[src/rtl/apb_arbiter_if.sv]
// APB bus bundle between the two-requester arbiter (master side) and an APB completer.
interface apb_arbiter_if #(
   parameter int ADDR_W = 32,
   parameter int DATA_W = 32
);
   logic [ADDR_W-1:0] PADDR;
   logic              PWRITE;
   logic [DATA_W-1:0] PWDATA;
   logic              PSEL;
   logic              PENABLE;
   logic [DATA_W-1:0] PRDATA;
   logic              PREADY;
   logic              PSLVERR;

   modport master (
      output PADDR, PWRITE, PWDATA, PSEL, PENABLE,
      input  PRDATA, PREADY, PSLVERR
   );

   modport slave (
      input  PADDR, PWRITE, PWDATA, PSEL, PENABLE,
      output PRDATA, PREADY, PSLVERR
   );
endinterface

[src/rtl/apb_arbiter.sv]
// Two-requester round-robin arbiter driving a single APB master port with a
// bounded wait-state timeout; every output is registered.
module apb_arbiter #(
   parameter int ADDR_W  = 32,
   parameter int DATA_W  = 32,
   parameter int TIMEOUT = 16
) (
   input  logic              PCLK,
   input  logic              PRESET,
   input  logic              req0,
   input  logic              req1,
   input  logic [ADDR_W-1:0] addr0,
   input  logic [ADDR_W-1:0] addr1,
   input  logic              write0,
   input  logic              write1,
   input  logic [DATA_W-1:0] wdata0,
   input  logic [DATA_W-1:0] wdata1,
   output logic              done0,
   output logic              done1,
   output logic              err0,
   output logic              err1,
   output logic [DATA_W-1:0] rdata,
   apb_arbiter_if.master     apb
);

   typedef enum logic [1:0] {IDLE, SETUP, ACCESS} state_t;

   localparam logic [7:0] WAIT_LAST = 8'(TIMEOUT - 1);

   state_t            state, state_n;
   logic [7:0]        wait_cnt, wait_cnt_n;
   logic              owner, last;
   logic              elig0, elig1, grant_any, grant1;
   logic              finish, finish_ok, err_n;
   logic [ADDR_W-1:0] paddr;
   logic              pwrite;
   logic [DATA_W-1:0] pwdata;
   logic              psel, penable;

   assign apb.PADDR   = paddr;
   assign apb.PWRITE  = pwrite;
   assign apb.PWDATA  = pwdata;
   assign apb.PSEL    = psel;
   assign apb.PENABLE = penable;

   always_ff @(posedge PCLK) begin
      if (PRESET) state <= IDLE;
      else        state <= state_n;
   end

   // A requester whose done is high this cycle is not eligible, letting the other one in.
   always_comb begin
      elig0     = req0 & ~done0;
      elig1     = req1 & ~done1;
      grant_any = elig0 | elig1;
      grant1    = elig1 & (~elig0 | ~last);
      state_n   = state;
      case (state)
         IDLE:    if (grant_any) state_n = SETUP;
         SETUP:   state_n = ACCESS;
         ACCESS:  if (apb.PREADY || (wait_cnt == WAIT_LAST)) state_n = IDLE;
         default: state_n = IDLE;
      endcase
   end

   // Ready wins over timeout: a timed-out finish is one that ends with PREADY low.
   always_comb begin
      finish     = (state == ACCESS) && (state_n == IDLE);
      finish_ok  = finish & apb.PREADY;
      err_n      = apb.PREADY ? apb.PSLVERR : 1'b1;
      wait_cnt_n = wait_cnt;
      if (state == SETUP)
         wait_cnt_n = '0;
      else if ((state == ACCESS) && !apb.PREADY)
         wait_cnt_n = wait_cnt + 8'd1;
   end

   always_ff @(posedge PCLK) begin
      if (PRESET) begin
         psel     <= 1'b0;
         penable  <= 1'b0;
         paddr    <= '0;
         pwrite   <= 1'b0;
         pwdata   <= '0;
         rdata    <= '0;
         done0    <= 1'b0;
         done1    <= 1'b0;
         err0     <= 1'b0;
         err1     <= 1'b0;
         wait_cnt <= '0;
         owner    <= 1'b0;
         last     <= 1'b1;
      end else begin
         psel     <= (state_n != IDLE);
         penable  <= (state_n == ACCESS);
         done0    <= finish & ~owner;
         done1    <= finish & owner;
         err0     <= finish & ~owner & err_n;
         err1     <= finish & owner & err_n;
         wait_cnt <= wait_cnt_n;
         if ((state == IDLE) && grant_any) begin
            owner  <= grant1;
            last   <= grant1;
            paddr  <= grant1 ? addr1  : addr0;
            pwrite <= grant1 ? write1 : write0;
            pwdata <= grant1 ? wdata1 : wdata0;
         end
         if (finish_ok && !pwrite)
            rdata <= apb.PRDATA;
      end
   end

endmodule

[src/flat_wrapper.sv]
// flat-port wrapper written by rule: the top's interface ports become plain ports
module apb_arbiter_flat 
#(
   parameter int ADDR_W  = 32,
   parameter int DATA_W  = 32,
   parameter int TIMEOUT = 16
)
  (PCLK, PRESET, req0, req1, addr0, addr1, write0, write1, wdata0, wdata1, done0, done1, err0, err1, rdata, apb_PADDR, apb_PWRITE, apb_PWDATA, apb_PSEL, apb_PENABLE, apb_PRDATA, apb_PREADY, apb_PSLVERR);
  apb_arbiter_if #(.ADDR_W(ADDR_W), .DATA_W(DATA_W)) apb_i ();
  input  logic PCLK;
  input  logic PRESET;
  input  logic req0;
  input  logic req1;
  input  logic [ADDR_W-1:0] addr0;
  input  logic [ADDR_W-1:0] addr1;
  input  logic write0;
  input  logic write1;
  input  logic [DATA_W-1:0] wdata0;
  input  logic [DATA_W-1:0] wdata1;
  output logic done0;
  output logic done1;
  output logic err0;
  output logic err1;
  output logic [DATA_W-1:0] rdata;
  output wire logic [$bits(apb_i.PADDR)-1:0] apb_PADDR;
  output wire logic [$bits(apb_i.PWRITE)-1:0] apb_PWRITE;
  output wire logic [$bits(apb_i.PWDATA)-1:0] apb_PWDATA;
  output wire logic [$bits(apb_i.PSEL)-1:0] apb_PSEL;
  output wire logic [$bits(apb_i.PENABLE)-1:0] apb_PENABLE;
  input wire logic [$bits(apb_i.PRDATA)-1:0] apb_PRDATA;
  input wire logic [$bits(apb_i.PREADY)-1:0] apb_PREADY;
  input wire logic [$bits(apb_i.PSLVERR)-1:0] apb_PSLVERR;
  assign apb_PADDR = apb_i.PADDR;
  assign apb_PWRITE = apb_i.PWRITE;
  assign apb_PWDATA = apb_i.PWDATA;
  assign apb_PSEL = apb_i.PSEL;
  assign apb_PENABLE = apb_i.PENABLE;
  assign apb_i.PRDATA = apb_PRDATA;
  assign apb_i.PREADY = apb_PREADY;
  assign apb_i.PSLVERR = apb_PSLVERR;
  apb_arbiter #(.ADDR_W(ADDR_W), .DATA_W(DATA_W), .TIMEOUT(TIMEOUT)) u_core (.PCLK(PCLK), .PRESET(PRESET), .req0(req0), .req1(req1), .addr0(addr0), .addr1(addr1), .write0(write0), .write1(write1), .wdata0(wdata0), .wdata1(wdata1), .done0(done0), .done1(done1), .err0(err0), .err1(err1), .rdata(rdata), .apb(apb_i));
endmodule
[config.mk]
export PLATFORM = sky130hd
export DESIGN_NAME = apb_arbiter_flat
export DESIGN_NICKNAME = d
export VERILOG_FILES = /design/src/rtl/apb_arbiter_if.sv /design/src/rtl/apb_arbiter.sv /design/src/flat_wrapper.sv
export SDC_FILE = /design/constraint.sdc
export NUM_CORES = 1
export LEC_CHECK = 0
export BUFFER_PORTS_ARGS = -buffer_cell sky130_fd_sc_hd__buf_2
export CORE_UTILIZATION = 44
export CTS_CLUSTER_DIAMETER = 120
export CTS_CLUSTER_SIZE = 24
export DETAILED_ROUTE_END_ITERATION = 6
export HOLD_SLACK_MARGIN = 0.02
export MAX_ROUTING_LAYER = met4
export PLACE_DENSITY = 0.83
export SLEW_MARGIN = 10
export SYNTH_ARGS = -nofsm -noshare
export SYNTH_HDL_FRONTEND = slang
export SYNTH_SLANG_ARGS = --single-unit
export TNS_END_PERCENT = 10
[constraint.sdc]
create_clock -name PCLK -period 1.85 [get_ports PCLK]
set_clock_uncertainty 0.15 [all_clocks]
set_input_delay 0.37 -clock PCLK [delete_from_list [all_inputs] [get_ports PCLK]]
set_output_delay 0.37 -clock PCLK [all_outputs]
set_load 0.01 [all_outputs]
==> Yosys cells after proc, flatten, opt, wreduce, memory -nomap -nowiden <==
Index checks and enable logic that the tools add are counted.
{ "totals": {"inputBits": 168, "regBits": 115} }
{ "classes": {"mux": 7, "reduce_logical": 11, "n_bitwise": 15, "addsub": 1, "eq_ne": 4} }
{ "ops": {"columns": ["op", "n"], "rows": [
  ["$mux W32", 2],
  ["$add A8 B1 Y8 const B", 1],
  ["$and A1 B1 Y1", 8],
  ["$eq A8 B4 Y1 const B", 1],
  ["$pmux W2 S3", 1],
  ["$not A1 Y1", 5],
  ["$eq A2 B2 Y1 const B", 2],
  ["$logic_and A1 B1 Y1", 4],
  ["$logic_not A2 Y1", 2],
  ["$mux W2", 2],
  ["$eq A2 B1 Y1 const B", 1],
  ["$logic_not A1 Y1", 2],
  ["$mux W1", 2],
  ["$or A1 B1 Y1", 2],
  ["$reduce_bool A2 Y1", 1],
  ["$reduce_or A2 Y1", 1],
  ["$logic_or A1 B1 Y1", 1]
]} }

==> Depth between registers and ports, before layout <==
Gate-level depths: netlist of the first run.
{ "logic_depth": {"word_depth": 9, "mapped_depth": 7} }

==> Worst setup path before layout of the first run <==
No wires, ideal clock.
{ "synth_path": {"path_kind": "input-to-reg", "start": "in req1", "end": "reg u_core.paddr[11], in the netlist u_core.apb.PADDR[11]", "path_buffers": 2, "slack_ps": 278, "cell_stages": 6, "required_ps": 1620, "arrival_time_ps": 1342, "path_cell_list": "nor2b_2 -> o21ai_2 -> buf_2 -> buf_4 -> a21oi_1 -> a211oi_2"} }
{ "synth_via": {"elab_chain_len": 3} }
{ "synth_lines": {"columns": ["element", "line_no", "source"], "rows": [
  ["start, declared", "flat_wrapper.sv:13", "input logic req1;"],
  ["$and A1 B1 Y1 (*)", "apb_arbiter.sv:54", "elig1 = req1 & ~done1;"],
  ["$and A1 B1 Y1 or $or A1 B1 Y1 (tied branches)", "apb_arbiter.sv:56, apb_arbiter.sv:55", null],
  ["$mux W32 or $logic_and A1 B1 Y1 (tied branches)", "apb_arbiter.sv:104, apb_arbiter.sv:101", null],
  ["end signal, assigned", "apb_arbiter.sv:104", "paddr <= grant1 ? addr1 : addr0;"],
  ["end, declared", "apb_arbiter.sv:35", "logic [ADDR_W-1:0] paddr;"]
]} }
Every way passes the cells marked *; elsewhere a longest branch is shown, timed or not.
A chain may end at the register's enable or synchronous reset.

==> Worst setup path in the final report of the first run <==
{ "layout_path": {"start": "reg u_core.state[0]", "end": "reg u_core.pwdata[25], in the netlist u_core.apb.PWDATA[25]"} }
{ "layout_via": {"elab_chain_len": 2} }
{ "layout_lines": {"columns": ["element", "line_no", "source"], "rows": [
  ["start, declared", "apb_arbiter.sv:30", "state_t state, state_n;"],
  ["start signal, assigned", "apb_arbiter.sv:48", "else state <= state_n;"],
  ["$logic_not A2 Y1", "apb_arbiter.sv:101", "if ((state == IDLE) && grant_any) begin"],
  ["$logic_and A1 B1 Y1", "apb_arbiter.sv:101", null],
  ["end signal, assigned", "apb_arbiter.sv:106", "pwdata <= grant1 ? wdata1 : wdata0;"],
  ["end, declared", "apb_arbiter.sv:37", "logic [DATA_W-1:0] pwdata;"]
]} }
Every way passes these cells.

==> results of run 1 <==
==> layer usage <==
layer	up-vias	GRT usage	part of all wire
li1	2676	-	-
met1	2629	0.311	0.36
met2	347	0.542	0.50
met3	80	0.0872	0.089
met4	0	0.212	0.055
met5	-	-	0
==> power by group through the flow <==
stage / logic, mW / clock network (mW) / registers (mW)
4_1_cts: 1.54 / 3.14 / 2.82
6_report: 1.60 / 3.10 / 2.84
3_3_place_gp: 1.36 / 0 / 2.86
3_5_place_dp: 1.38 / 0 / 2.87
2_1_floorplan: 0.702 / 0 / 2.97
5_1_grt: 1.73 / 3.24 / 2.86
==> stage by stage <==
stage / cell area, sq um / total power [mW] / util / cells
after global placement: 6190 / 4.22 / 0.597 / 951
after detailed placement: 6190 / 4.25 / 0.597 / 951
after floorplan: 4720 / 3.67 / - / 577
after CTS: 7730 / 7.50 / 0.746 / 1081
after global routing: 7740 / 7.82 / 0.746 / 1082
final: 7740 / 7.53 / 0.746 / 1082
==> worst max path at each step <==
stage / startpoint / to / slack, ns
3_5_place_dp: req1 / u_core.apb.PADDR[15]$_SDFFE_PP0P_ / 0.04
6_report: u_core.state[0]$_SDFF_PP0_ / u_core.apb.PWDATA[25]$_SDFFE_PP0P_ / 0.13
3_3_place_gp: req1 / u_core.apb.PWDATA[10]$_SDFFE_PP0P_ / 0.11
2_1_floorplan: req1 / u_core.apb.PADDR[11]$_SDFFE_PP0P_ / 0.28
4_1_cts: u_core.apb.PWRITE$_SDFFE_PP0P_ / apb_PWRITE / 0.17
5_1_grt: u_core.state[0]$_SDFF_PP0_ / u_core.apb.PADDR[31]$_SDFFE_PP0P_ / 0.03
==> Yosys cell counts, types with 2 or more instances <==
cell type	number
a211oi_1	55
a211oi_2	10
a21oi_1	100
and2_1	3
and3_1	2
buf_2	11
buf_4	8
buf_6	7
clkbuf_1	22
dfxtp_1	115
nand2_1	133
nand3_1	2
nand4_1	2
nor2_1	77
xor2_1	6
==> cells in the final DEF, fill, tap and decap left out, drive strengths merged, types with 2 or more instances in the layout <==
cell,instances
bufinv,2
a211oi,65
nand4,2
dfxtp,115
o21ai,2
nor3b,3
and2,3
clkbuf,22
clkinvlp,3
a21oi,100
nor2b,2
and3,2
buf,286
dlygate4sd3,98
clkinv,5
nand2b,2
nor2,78
xor2,6
nand3,2
nand2,133
==> registers in the layout (all words and copies together), names as in the netlist, 2 cells and up <==
register / flops
u_core.rdata: 32
u_core.wait_cnt: 8
u_core.apb.PADDR: 32
u_core.state: 2
u_core.apb.PWDATA: 32
==> layout make-up <==
type / instances / area [sq um]
tap: 136 / 170
multi-input combinational: 413 / 2160
antenna: 1 / 2.50
timing repair buffer: 384 / 2540
clock inverter: 10 / 108
fill: 683 / 2630
inverter: 1 / 3.75
clock buffer: 22 / 453
sequential: 115 / 2300
==> worst max-delay path: stages (launching register included) <==
cell      delay (ns)
dfxtp_1         0.36
nor2_2          0.27
o21a_2          0.22
buf_12          0.24
nor2_1          0.09
a211oi_1        0.27
==> logic make-up (layout without fill, tap and decap cells) <==
| group | Yosys count | after routing | synth area share |
|---|---|---|---|
| and+or+nand+nor | 233 | 233 | 0.205 |
| AOI/OAI and AO/OA | 172 | 172 | 0.232 |
| DFF | 115 | 115 | 0.488 |
| buffers and inverters | 49 | 417 | 0.0594 |
| xor gates and xnor gates | 7 | 7 | 0.0130 |
| adders and majority gates | 1 | 1 | 0.00265 |
| other | 0 | 1 | 0 |
==> repair_timing <==
item | CTS | global route
hold buffers | 98 | 0
resized for setup | 0 | 1
endpoints found under the hold margin | 101 | 0
setup endpoints to repair | 0 | 3
==> flow_summary.json, run 1 <==
{
  "antenna_found_initial": 1,
  "worst_pin_slew_ns": 0.433,
  "rsz0062_at_grt": "no",
  "ys_async_sr_fraction": 0,
  "place.detailed.hpwl_mm": 9.88,
  "postRouteAntennaNets": 0,
  "syn2layout_area_growth_pct": 64.1,
  "synth_area_sq_um": 4720,
  "violations": "design-rule violations",
  "cp_data_required_time_ns": 2.09,
  "clock-sinks": 115,
  "cts-root-buf": "clkbuf_8",
  "reg2reg_to": "u_core.apb.PWDATA[25]$_SDFFE_PP0P_",
  "cts_setup_buffers": 0,
  "synth_top_area_cell": "dfxtp_1",
  "r2r_slack_ns": 0.13,
  "rr_worst_depth": 5,
  "drc": 1,
  "wl_per_cell_um": 16.3,
  "die_width_um": 106,
  "hold_ws_ns": 0.0570,
  "avgSynthCellArea_sq_um": 8.18,
  "ir_drop_mv": 0.546,
  "synthTopCellsByArea": "dfxtp_1 49%, a21oi_1 11%, nand2_1 11%, a211oi_1 8.8%, nor2_1 6.1%",
  "ys.flop_type": "dfxtp_1",
  "hold_viol_final": 0,
  "end_kind": "register",
  "grt_pass1_vias": 5763,
  "power.density_nw_per_um2": 973,
  "max_freq_mhz": 580,
  "seqPwrFrac": 0.376,
  "drtIter0Drc": 414,
  "initial_core_util": 0.455,
  "synth_cell_types": 39,
  "fin_crit_sh": 0.932,
  "drt-total-wl_mm": 17.6,
  "rr_startpoint": "u_core.state[0]$_SDFF_PP0_",
  "critPathLaunchType": "register",
  "dieArea_sq_um": 11100,
  "grt_pass1_wl_mm": 27.0,
  "finalCriticalPeriod_ns": 1.72,
  "dp_slack_ns": 0.0408,
  "p_clk_frac": 0.411,
  "gp_congestion": 0.840,
  "avgViaCountPerCell": 5.30,
  "setup_viol": 0,
  "io_buffers": 270,
  "maxCapViolCount": 0,
  "syn_nets": 746,
  "grt_usage": 0.315,
  "p_leak_nw": 3.66,
  "internal_power_mw": 5.41,
  "cp_max_fo": 51,
  "yosysSeqAreaShare": 0.488,
  "share_comb_of_total_power": 0.213,
  "ys_ff_latch": 115,
  "crit_type": "register to register",
  "core_sq_um": 10400,
  "rows": 37,
  "first_pass_iters": 7,
  "h-tree-depth": 4,
  "io-pin-count": 271,
  "switching_share": 0.282,
  "path_clk_slew_ns": 0.06,
  "layout_setup_ws_ns": 0.126,
  "holdPathStages": 3,
  "worst_ep_arrival_time_ns": 1.97,
  "vias": 5732,
  "worstHoldStart": "addr1[0]",
  "synthCells": 577,
  "hold_end": "u_core.apb.PADDR[0]$_SDFFE_PP0P_",
  "fin_nets": 1101,
  "clk_latency_ns": 0.48,
  "status": "finished with violations",
  "clockBufferDepth": 2,
  "overflow": 0,
  "finalMaxSlewViolations": 0,
  "numCtsBuffers": 17,
  "drive_gt1_frac": 0.354,
  "ys_warn_count": 0,
  "cts_tree": "built",
  "die_y_um": 106,
  "grt_max_degree": 61,
  "switching_power_mw": 2.12,
  "min_path_type": "primary input to register",
  "synth_edf_count": 0,
  "synth_top_area_share": 0.488,
  "tns_ns": 0,
  "slew_headroom": 0.711
}
(Power assumes the default switching activity.)
==> run 2, diff against run 1 <==
SETUP_SLACK_MARGIN = 0.4   (was unset)
==> run 2 against run 1 <==
Compared with the run above:
- die area is the same
- clock-buffer cell count decreased by 5
- the flow now finishes without violations
- worst setup slack better by 0.077 ns
- highest routed layer unchanged
- sequential power hardly changed
- final cell count up 3.4%
- core utilization grew 8.7 points
- sequential cell count unchanged
==> flow_summary.json, run 2 (synthesis gave the netlist of run 1 again) <==
{
  "power.total_mw": 8.44,
  "drc": 0,
  "cp_data_required_time_ns": 2.11,
  "layout_common_cells": "268 x buf_2, 132 x nand2_1, 106 x dlygate4sd3_1",
  "max_stage_delay_ns": 0.34,
  "tns_ns": 0,
  "hold_end": "u_core.apb.PWDATA[15]$_SDFFE_PP0P_",
  "core_sq_um": 10400,
  "overflow": 0,
  "ir_drop_mv": 0.822,
  "status": "complete, no violations",
  "share_comb_of_total_power": 0.249,
  "critPathLaunchType": "register",
  "grt_pass1_vias": 6189,
  "fin_area_sq_um": 8640,
  "finalMaxSlewViolations": 0,
  "vias": 6557,
  "finalCriticalPeriod_ns": 1.65,
  "p_leak_nw": 3.98,
  "r2r_slack_ns": 0.20,
  "end_kind": "register",
  "worstHoldStart": "wdata0[15]",
  "syn2layout_area_growth_pct": 83.2,
  "min_path_type": "primary input to register",
  "crit_slowest_cell": "dfxtp_2",
  "reg2reg_to": "u_core.apb.PWDATA[24]$_SDFFE_PP0P_",
  "cp_max_fo": 16,
  "critical_path.cell_chain": "nor2b_4 -> buf_6 -> o21a_4 -> clkbuf_16 -> nor2_1 -> a211oi_1",
  "setup_viol": 0,
  "p_clk_frac": 0.411,
  "clk_latency_ns": 0.50,
  "internal_power_mw": 5.87,
  "clockBufferDepth": 2,
  "hold_ws_ns": 0.0379,
  "worst_pin_slew_ns": 0.381,
  "max_freq_mhz": 607,
  "maxCapViolCount": 0,
  "placed_cell_area_sq_um": 6230,
  "h-tree-depth": 4,
  "io_buffers": 270,
  "use_met3": 0.103,
  "die_width_um": 106,
  "grt_max_degree": 61,
  "worst_ep_arrival_time_ns": 1.91,
  "dieArea_sq_um": 11100,
  "drt-total-wl_mm": 23.0,
  "grt_most_used_layer": "met2",
  "cts_tree": "built",
  "initial_core_util": 0.455,
  "rr_worst_depth": 6,
  "gp_congestion": 0.838,
  "slew_headroom": 0.746,
  "holdPathStages": 3,
  "grt_usage": 0.346,
  "first_pass_iters": 7,
  "antenna_found_initial": 3,
  "cts-root-buf": "clkbuf_8",
  "critPathBufInv": 2,
  "power.density_nw_per_um2": 976,
  "place.detailed.hpwl_mm": 10.2,
  "io-pin-count": 271,
  "postRouteAntennaNets": 0,
  "switching_power_mw": 2.57,
  "fin_crit_sh": 0.890,
  "rows": 37,
  "fin_nets": 1134,
  "rsz0062_at_grt": "yes",
  "path_clk_slew_ns": 0.07,
  "numCtsBuffers": 17,
  "hold_viol_final": 0,
  "clock-sinks": 115,
  "die_y_um": 106,
  "drtIter0Drc": 836,
  "mostFrequentLayoutCell": "buf_2",
  "grt_use_met1": 0.343,
  "avgViaCountPerCell": 5.86,
  "switching_share": 0.305,
  "wl_per_cell_um": 20.5,
  "critPathTopFamily": "compound AO/OA/AOI/OAI gates",
  "rr_startpoint": "u_core.done1$_SDFF_PP0_",
  "grt_pass1_wl_mm": 29.4,
  "crit_type": "register to register",
  "drive_gt1_frac": 0.431,
  "seqPwrFrac": 0.340,
  "grt_use_met2": 0.596
}
run 2: changes by cell type in the layout (fill, tap and decap cells not counted), moves of 11 or more:
cell,previous run,this run
a211oi_1,55,35
a21oi_1,100,79
dfxtp_1,115,104
a211oi_2,10,30
a21oi_2,0,18
run 2: layout make-up:
| class | count | area [sq um] |
|---|---|---|
| repair buffers | 415 | 3040 |
| multi-input cells | 415 | 2470 |
| flip-flops and latches | 115 | 2320 |
| fillers | 532 | 1730 |
| clock buffers | 17 | 414 |
| clock inverters | 15 | 205 |
| well taps | 136 | 170 |
| diodes | 5 | 12.5 |
| inverters | 1 | 3.75 |
run 2: timing repair:
item	CTS	global route
endpoints found under the setup margin	208	212
pin swaps	1	8
gates resized for setup	38	44
hold buffers	106	0
setup buffers	5	5
gates cloned	3	10
endpoints found under the hold margin	98	0
run 2: worst max-delay path by stage:
stage	from	endpoint	slack, ns	cells after the start
2_1_floorplan	req0	u_core.apb.PADDR[0]$_SDFFE_PP0P_	0.33	5
3_3_place_gp	req0	u_core.apb.PWDATA[11]$_SDFFE_PP0P_	0.17	6
3_5_place_dp	req0	u_core.apb.PADDR[18]$_SDFFE_PP0P_	0.12	6
4_1_cts	u_core.done1$_SDFF_PP0_	u_core.apb.PWDATA[16]$_SDFFE_PP0P_	0.29	6
5_1_grt	u_core.done1$_SDFF_PP0_	u_core.apb.PWDATA[22]$_SDFFE_PP0P_	0.17	6
6_report	u_core.done1$_SDFF_PP0_	u_core.apb.PWDATA[24]$_SDFFE_PP0P_	0.20	6
run 2: worst min-delay path: stages:
cell	delay, ns
buf_2	0.11
nand2_1	0.08
a211oi_2	0.08
run 2: layer usage:
metal | share of wire | up-vias | wire length, um
li1 | - | 2764 | -
met1 | 0.33 | 2967 | 7550
met3 | 0.12 | 201 | 2760
met2 | 0.48 | 625 | 11000
met4 | 0.071 | 0 | 1620
met5 | 0 | - | 0
run 2: stage by stage:
stage | setup WS (ns) | utilization | std cells
2_1_floorplan | 0.334 | - | 577
3_3_place_gp | 0.171 | 0.601 | 953
3_5_place_dp | 0.116 | 0.601 | 953
4_1_cts | 0.293 | 0.789 | 1099
5_1_grt | 0.168 | 0.833 | 1119
6_report | 0.203 | 0.833 | 1119
run 2: power by group through the flow:
| stage | Clock (mW) | Combinational [mW] | Sequential [mW] |
|---|---|---|---|
| after CTS | 3.47 | 1.70 | 2.83 |
| final | 3.47 | 2.10 | 2.87 |
| after floorplan | 0 | 0.731 | 2.97 |
| after global routing | 3.62 | 2.18 | 2.88 |
| after detailed placement | 0 | 1.40 | 2.88 |
| after global placement | 0 | 1.38 | 2.87 |
